`config.mk`:
```
export PLATFORM = sky130hd
export DESIGN_NAME = rtype_sequencer
export DESIGN_NICKNAME = d
export VERILOG_FILES = /design/src/rtl/rtype_pkg.sv /design/src/rtl/rtype_decoder.sv /design/src/rtl/rtype_sequencer.sv
export SDC_FILE = /design/constraint.sdc
export NUM_CORES = 1
export LEC_CHECK = 0
export BUFFER_PORTS_ARGS = -buffer_cell sky130_fd_sc_hd__buf_2
export CAP_MARGIN = 20
export CORE_ASPECT_RATIO = 1.75
export CORE_UTILIZATION = 30
export DETAILED_ROUTE_END_ITERATION = 16
export PLACE_DENSITY_LB_ADDON = 0.25
export SLEW_MARGIN = 25
export SYNTH_ARGS = -nofsm -noshare
export SYNTH_HDL_FRONTEND = slang
export SYNTH_SLANG_ARGS = --single-unit
```
`constraint.sdc`:
```
create_clock -name clock -period 1.94 [get_ports clock]
set_clock_uncertainty 0.15 [all_clocks]
set_input_delay 0 -clock clock [delete_from_list [all_inputs] [get_ports clock]]
set_output_delay 0 -clock clock [all_outputs]
set_load 0.005 [all_outputs]
```
`src/rtl/rtype_pkg.sv`:
```
// rtype_pkg: opcode, funct and ALU encodings plus FSM state type for the R-type sequencer
package rtype_pkg;
    localparam logic [6:0] OPC_RTYPE  = 7'b0110011;
    localparam logic [6:0] F7_BASE    = 7'h00;
    localparam logic [6:0] F7_ALT     = 7'h20;
    localparam logic [2:0] F3_ADD_SUB = 3'b000;
    localparam logic [2:0] F3_SLL     = 3'b001;
    localparam logic [2:0] F3_SLT     = 3'b010;
    localparam logic [2:0] F3_XOR     = 3'b100;
    localparam logic [2:0] F3_SRL     = 3'b101;
    localparam logic [2:0] F3_OR      = 3'b110;
    localparam logic [2:0] F3_AND     = 3'b111;
    localparam logic [3:0] ALU_AND    = 4'b0000;
    localparam logic [3:0] ALU_OR     = 4'b0001;
    localparam logic [3:0] ALU_ADD    = 4'b0010;
    localparam logic [3:0] ALU_XOR    = 4'b0011;
    localparam logic [3:0] ALU_SLL    = 4'b0100;
    localparam logic [3:0] ALU_SRL    = 4'b0101;
    localparam logic [3:0] ALU_SUB    = 4'b0110;
    localparam logic [3:0] ALU_SLT    = 4'b0111;
    typedef enum logic [2:0] {S_IDLE, S_DECODE, S_EXECUTE, S_WRITEBACK, S_DONE} state_e;
endpackage

```
`src/rtl/rtype_decoder.sv`:
```
// rtype_decoder: splits an RV32 word into register fields and maps (funct7,funct3) to an ALU op
module rtype_decoder
    import rtype_pkg::*;
#(
    parameter int REG_ADDR_W = 5,
    parameter int ALU_CTRL_W = 4
) (
    input  logic [31:0]           instr,
    output logic [REG_ADDR_W-1:0] rs1,
    output logic [REG_ADDR_W-1:0] rs2,
    output logic [REG_ADDR_W-1:0] rd,
    output logic [ALU_CTRL_W-1:0] alu_control,
    output logic                  legal
);
    logic [3:0] alu_sel;
    logic       funct_ok;

    always_comb begin
        alu_sel  = ALU_ADD;
        funct_ok = 1'b1;
        case ({instr[31:25], instr[14:12]})
            {F7_BASE, F3_ADD_SUB}: alu_sel = ALU_ADD;
            {F7_ALT,  F3_ADD_SUB}: alu_sel = ALU_SUB;
            {F7_BASE, F3_AND}:     alu_sel = ALU_AND;
            {F7_BASE, F3_OR}:      alu_sel = ALU_OR;
            {F7_BASE, F3_XOR}:     alu_sel = ALU_XOR;
            {F7_BASE, F3_SLL}:     alu_sel = ALU_SLL;
            {F7_BASE, F3_SRL}:     alu_sel = ALU_SRL;
            {F7_BASE, F3_SLT}:     alu_sel = ALU_SLT;
            default:               funct_ok = 1'b0;
        endcase
    end

    assign rs1         = REG_ADDR_W'(instr[19:15]);
    assign rs2         = REG_ADDR_W'(instr[24:20]);
    assign rd          = REG_ADDR_W'(instr[11:7]);
    assign alu_control = ALU_CTRL_W'(alu_sel);
    assign legal       = funct_ok && (instr[6:0] == OPC_RTYPE);
endmodule

```
`src/rtl/rtype_sequencer.sv`:
```
// rtype_sequencer: multi-cycle FSM that steps the register-file/ALU datapath through one
// R-type instruction at a time, with valid/ready handshakes on the instruction and done sides.
module rtype_sequencer
    import rtype_pkg::*;
#(
    parameter int REG_ADDR_W = 5,
    parameter int ALU_CTRL_W = 4,
    parameter int CNT_W      = 16
) (
    input  logic                  clock,
    input  logic                  reset,
    input  logic                  instr_valid,
    output logic                  instr_ready,
    input  logic [31:0]           instr,
    output logic [REG_ADDR_W-1:0] read_reg_num1,
    output logic [REG_ADDR_W-1:0] read_reg_num2,
    output logic [REG_ADDR_W-1:0] write_reg,
    output logic [ALU_CTRL_W-1:0] alu_control,
    output logic                  regwrite,
    input  logic                  zero_flag,
    output logic                  done_valid,
    input  logic                  done_ready,
    output logic                  zero_out,
    output logic                  illegal,
    output logic                  busy,
    output logic [CNT_W-1:0]      retired_count
);
    state_e                state_q, state_d;
    logic [31:0]           instr_q, instr_d;
    logic [REG_ADDR_W-1:0] rs1_q, rs1_d, rs2_q, rs2_d, rd_q, rd_d;
    logic [ALU_CTRL_W-1:0] alu_q, alu_d;
    logic                  illegal_q, illegal_d;
    logic                  zero_q, zero_d;
    logic [CNT_W-1:0]      cnt_q, cnt_d;
    logic [REG_ADDR_W-1:0] dec_rs1, dec_rs2, dec_rd;
    logic [ALU_CTRL_W-1:0] dec_alu;
    logic                  dec_legal;

    rtype_decoder #(
        .REG_ADDR_W(REG_ADDR_W),
        .ALU_CTRL_W(ALU_CTRL_W)
    ) u_dec (
        .instr      (instr_q),
        .rs1        (dec_rs1),
        .rs2        (dec_rs2),
        .rd         (dec_rd),
        .alu_control(dec_alu),
        .legal      (dec_legal)
    );

    always_comb begin
        state_d   = state_q;
        instr_d   = instr_q;
        rs1_d     = rs1_q;
        rs2_d     = rs2_q;
        rd_d      = rd_q;
        alu_d     = alu_q;
        illegal_d = illegal_q;
        zero_d    = zero_q;
        cnt_d     = cnt_q;
        case (state_q)
            S_IDLE: if (instr_valid) begin
                instr_d   = instr;
                illegal_d = 1'b0;
                zero_d    = 1'b0;
                state_d   = S_DECODE;
            end
            // Datapath fields load on the edge into EXECUTE and then hold until the next legal decode
            S_DECODE: if (dec_legal) begin
                rs1_d   = dec_rs1;
                rs2_d   = dec_rs2;
                rd_d    = dec_rd;
                alu_d   = dec_alu;
                state_d = S_EXECUTE;
            end else begin
                illegal_d = 1'b1;
                state_d   = S_DONE;
            end
            S_EXECUTE: state_d = S_WRITEBACK;
            S_WRITEBACK: begin
                zero_d  = zero_flag;
                state_d = S_DONE;
            end
            S_DONE: if (done_ready) begin
                cnt_d   = illegal_q ? cnt_q : cnt_q + 1'b1;
                state_d = S_IDLE;
            end
            default: state_d = S_IDLE;
        endcase
    end

    always_ff @(posedge clock) begin
        if (reset) begin
            state_q   <= S_IDLE;
            instr_q   <= '0;
            rs1_q     <= '0;
            rs2_q     <= '0;
            rd_q      <= '0;
            alu_q     <= '0;
            illegal_q <= 1'b0;
            zero_q    <= 1'b0;
            cnt_q     <= '0;
        end else begin
            state_q   <= state_d;
            instr_q   <= instr_d;
            rs1_q     <= rs1_d;
            rs2_q     <= rs2_d;
            rd_q      <= rd_d;
            alu_q     <= alu_d;
            illegal_q <= illegal_d;
            zero_q    <= zero_d;
            cnt_q     <= cnt_d;
        end
    end

    // Gated by reset so a write in flight is dropped in the same cycle reset rises
    assign regwrite      = (state_q == S_WRITEBACK) && (rd_q != '0) && !reset;
    assign instr_ready   = (state_q == S_IDLE);
    assign busy          = (state_q != S_IDLE);
    assign done_valid    = (state_q == S_DONE);
    assign read_reg_num1 = rs1_q;
    assign read_reg_num2 = rs2_q;
    assign write_reg     = rd_q;
    assign alu_control   = alu_q;
    assign zero_out      = zero_q;
    assign illegal       = illegal_q;
    assign retired_count = cnt_q;
endmodule

```
-- After elaboration in Yosys (flattened, before gate mapping)
Cells that the tools add are included.
- bits in registers: 72
- input port bits: 37
- output and inout bits: 41
- word-level logic and storage cells: 53
- add/sub/neg operators: 1
- equal/unequal tests: 15
- mux-type cells: 10
- bitwise gates (word level): 1
- reduce and logical (&&, ||, !) cells: 17
- operators by type and width (operator ; count):
    $eq 10x3->1 const B ; 4
    $pmux 3 s7 ; 1
    $add 16x1->16 const B ; 1
    $pmux 3 s5 ; 1
    $eq 10x1->1 const B ; 1
    $eq 10x2->1 const B ; 1
    $eq 10x9->1 const B ; 1
    $logic_not 10->1 ; 1
    $mux 3 ; 3
    $reduce_and 2->1 ; 4
    $reduce_or 8->1 ; 1
    $eq 7x6->1 const B ; 1
    $eq 3x2->1 const B ; 2
    $reduce_and 3->1 ; 2
    $reduce_bool 5->1 ; 1
    $ne 2x2->1 const B ; 2
    $pmux 1 s2 ; 2
    $reduce_bool 2->1 ; 2
    $eq 3x1->1 const B ; 1
    $eq 3x3->1 const B ; 1
    $logic_and 1x1->1 ; 3
    $logic_not 3->1 ; 1
    $mux 1 ; 3
    $reduce_bool 3->1 ; 1
    3 further kinds ; 3

-- Longest topological paths before layout
- word-level depth: 6
- depth in mapped cells: 7
- gate-level depth less buffers: 5

-- Cells and area by module
Synthesis repeated with hierarchy kept, for this count alone.
- cell total of the unflattened synthesis: 377
- area, all modules: 3001.6 µm²
- by module, submodules not included (module ; instances ; cells an instance ; area an instance (µm²) ; sequential area each (µm²)):
    rtype_sequencer ; 1 ; 339 ; 2745.1 ; 1441.4
    rtype_decoder ; 1 ; 38 ; 256.5 ; 0.0

-- Worst setup path before layout
OpenSTA, ideal clock, no wires.
- path type: register to register
- from: register state_q[0]
- to: register alu_q[0], in the netlist alu_control[0]
- setup time: 70 ps
- arrival: 1643 ps
- required time: 1720 ps
- path slack: 77 ps
- cell stages (with the launch flop): 6
- buffers on the path: 1
- clock period less this slack: 1863 ps
- cell sequence: dfxtp_1 > buf_4 > nor4b_1 > nand4_2 > or4_1 > a21oi_1
- cells in the longest elaborated chain, start to end: 2
- ends and longest elaborated chain (what ; RTL line ; RTL):
    start: declaration ; rtype_sequencer.sv:28 ; state_e state_q, state_d;
    start signal: assignment ; rtype_sequencer.sv:104 ; state_q <= state_d;
    $eq 3x1->1 ; rtype_sequencer.sv:61 ; case (state_q)
    $reduce_and 2->1 (no source line) ; n/a ;
    end signal: assignment ; rtype_sequencer.sv:109 ; alu_q <= alu_d;
    end: declaration ; rtype_sequencer.sv:31 ; logic [ALU_CTRL_W-1:0] alu_q, alu_d;
No other way between the ends.
A chain may end at the register's enable or synchronous reset.

-- Worst setup path in the final report
- from: register cnt_q[1], in the netlist retired_count[1]
- to: register cnt_q[14], in the netlist retired_count[14]
- cells in the longest elaborated chain, start to end: 1
- ends and longest elaborated chain (what ; RTL line ; RTL):
    start: declaration ; rtype_sequencer.sv:34 ; logic [CNT_W-1:0] cnt_q, cnt_d;
    start signal: assignment ; rtype_sequencer.sv:112 ; cnt_q <= cnt_d;
    $add 16x1->16 ; rtype_sequencer.sv:85 ; cnt_d = illegal_q ? cnt_q : cnt_q + 1'b1;
No other way between the ends.

==> flow_summary.json <==
{
  "ys_seq_area_frac": 0.4635,
  "fin_hold_ws_ps": 11.49,
  "p_seq_frac": 0.441,
  "dp.cells": 575,
  "critPathRequiredTime_ps": 2050,
  "setup_slack_ps": 136.2,
  "drtPass1Iterations": 4,
  "slowest_stage": "or4_1",
  "worstHoldPathCells": 2,
  "netlist_area_um2": 3067,
  "syn_inst": 373,
  "critical_path_buf_inv_count": 0,
  "p_sw_frac": 0.2377,
  "syn_nets": 411,
  "min_to": "retired_count[2]",
  "rr_worst_depth": 5,
  "outcome": "finished, final reports clean",
  "nets": 535,
  "powerDensity_nw_per_um2": 792.3,
  "dieArea_um2": 10650,
  "slew_headroom": 0.4781,
  "ios": 78,
  "grt_max_degree": 35,
  "drive_gt1_frac": 0.2729,
  "wl_per_cell_um": 14.02,
  "clockBufferDepth": 2,
  "yosys.area.top_type_share": 0.4635,
  "clock-sinks": 71,
  "hold_class": "in -> reg",
  "yosysMostFrequentCell": "nand2_1",
  "vias": 3192,
  "core_area_um2": 9910,
  "critPathMaxFanout": 6,
  "finalSetupViolCount": 0,
  "combPwrFrac": 0.100,
  "yosysTopAreaCell": "dfxtp_1",
  "grt_usage": 0.1747,
  "synth-xor-area-share": 0.01714,
  "synth-compound-area-share": 0.1885,
  "grt_pass1_vias": 2967,
  "path_cells": "ha_1 > and4b_1 > nand2_2 > or4_1 > a21oi_1",
  "yosys_register_bits": 71,
  "drt-total-wl_mm": 8.789,
  "r2r_start": "retired_count[1]",
  "cts_tree": "yes",
  "fmax_mhz": 554.4,
  "avgSynthCellArea_um2": 8.222,
  "synth_edf_count": 0,
  "period_share": 0.9298,
  "rsz0062_at_grt": "no",
  "synth-async-reset-ratio": 0,
  "antenna_found_initial": 0,
  "maxSlewViolCount": 0,
  "stdcell_count": 627,
  "start_util": 0.3095,
  "synth_mux_area_frac": 0.003264,
  "max_stage_delay_ps": 510,
  "dpl.hpwl_mm": 6.324,
  "largest_reg_flops": 32,
  "ys_top_cells_by_area": "dfxtp_1 (46%), a21oi_1 (10%), nand2_1 (9.1%)",
  "fin_crit_ps": 1804,
  "clkPwrFrac": 0.459,
  "power.total_mw": 3.492,
  "grt_pass1_wl_mm": 14.16,
  "critPathKind": "reg -> reg",
  "viasPerCell": 5.091,
  "crit_path_start_kind": "flop",
  "yosys-top-cells-count": "nand2_1 (74), dfxtp_1 (71), a21oi_1 (62)",
  "cts_made_buffers": 9,
  "rrSetupSlack_ps": 140,
  "worstMarginPinSlew_ps": 782.7,
  "final_antenna_net_count": 0,
  "crit_path_end_kind": "flop",
  "cp_top_family": "simple AND/OR/NAND/NOR gates",
  "io_buffers": 76,
  "htreeDepth": 3,
  "reg2reg_to": "retired_count[14]",
  "finalHoldViolations": 0,
  "ir_drop_mv": 0.5322,
  "synth-simple-area-share": 0.2705,
  "grt-ovfl-total": 0,
  "synth_top_family_by_area": "simple AND/OR/NAND/NOR gates",
  "gp_congestion": 0.8150,
  "clk_latency_ps": 330,
  "place_ws_ps": 94.51,
  "die_w_um": 78.43,
  "leakage_nw": 1.788,
  "ys.flop_type": "dfxtp_1",
  "num_rows": 48,
  "arrival_ps": 1910,
  "die_h_um": 135.8,
  "internal_power_mw": 2.661,
  "hp-start": "reset",
  "nFillCells": 1011,
  "clk_pin_slew_ps": 60,
  "yosys.area_share.adder": 0.004080,
  "drc": 0,
  "switching_power_mw": 0.8301,
  "area_delta_synth_final_pct": 43.70,
  "drt_iter0_markers": 160,
  "top_register": "instr_q",
  "drv_cap": 0,
  "clockRootBuffer": "clkbuf_16",
  "antenna_cells": 0,
  "yosys_warnings": 0,
  "yosysUniqueCellTypes": 39
}
==> cells by family after synthesis <==
logic type / Yosys count
AO/OA/AOI/OAI: 99
XOR/XNOR: 6
adder cells (fa/ha/maj): 1
buffers and inverters: 38
flip-flops: 71
multiplexers: 1
other: 1
AND/OR/NAND/NOR: 156
==> worst reg2reg max path, cell delays in order, from the launching register on <==
cell and delay, ps:
dfxtp_1 370, ha_1 190, and4b_1 260, nand2_2 110, or4_1 510, a21oi_1 150
==> per-stage QoR <==
step,TNS (ps),utilization,instance area [um^2]
floorplan,0,-,3067
global placement,-39.74,0.3765,3731
detailed placement,0,0.3769,3735
CTS,0,0.4414,4374
global route,0,0.4447,4407
finish,0,0.4447,4407
==> metal layers <==
metal	global-route usage	part of all wire	vias to the layer above
met3	0.04781	0.051	13
li1	-	-	1584
met4	0.07202	0.018	0
met5	0	0	-
met1	0.1779	0.39	1509
met2	0.3285	0.54	86
==> power by group through the flow <==
| stage | Clock (mW) | Combinational, mW | Sequential [mW] |
|---|---|---|---|
| global route | 1.70 | 0.387 | 1.55 |
| detailed placement | 0 | 0.295 | 1.57 |
| global placement | 0 | 0.290 | 1.57 |
| CTS | 1.64 | 0.351 | 1.54 |
| floorplan | 0 | 0.179 | 1.56 |
| finish | 1.60 | 0.348 | 1.54 |
==> layout by cell type (no fill, tap or decap), types with 9 or more instances in the layout <==
master,n
dlygate4sd3_1,35
nand4_1,21
buf_2,76
nand2_1,73
a21oi_1,62
nor2_1,14
clkbuf_16,9
dfxtp_1,71
buf_4,33
o31ai_1,24
==> cell type report <==
class / instances / area (um^2) / area share
tap: 125 / 156.4 / 0.03549
timing repair buffer: 146 / 1010 / 0.2291
inverter: 5 / 18.77 / 0.004259
sequential: 71 / 1421 / 0.3225
clock buffer: 9 / 225.2 / 0.05111
multi-input combinational: 264 / 1511 / 0.3430
clock inverter: 7 / 63.81 / 0.01448
==> worst max-delay path by stage <==
| stage | endpoint | cells past startpoint | startpoint | slack [ps] |
|---|---|---|---|---|
| 6_report | retired_count[14] | 5 | retired_count[1] | 140 |
| 5_1_grt | write_reg[3] | 5 | state_q[1] | 20 |
| 4_1_cts | alu_control[0] | 4 | state_q[1] | 80 |
| 3_5_place_dp | alu_control[0] | 4 | state_q[1] | 90 |
| 3_3_place_gp | alu_control[1] | 4 | instr_q[13] | -40 |
| 2_1_floorplan | alu_control[0] | 5 | state_q[0] | 80 |
==> timing repair <==
action / in CTS / in global routing
hold endpoints to repair: 36 / 0
resized for setup: 0 / 5
hold buffers: 35 / 0
buffers inserted: 0 / 1
endpoints found under the setup margin: 0 / 22
No activity file was read; power rests on OpenSTA's default activity.
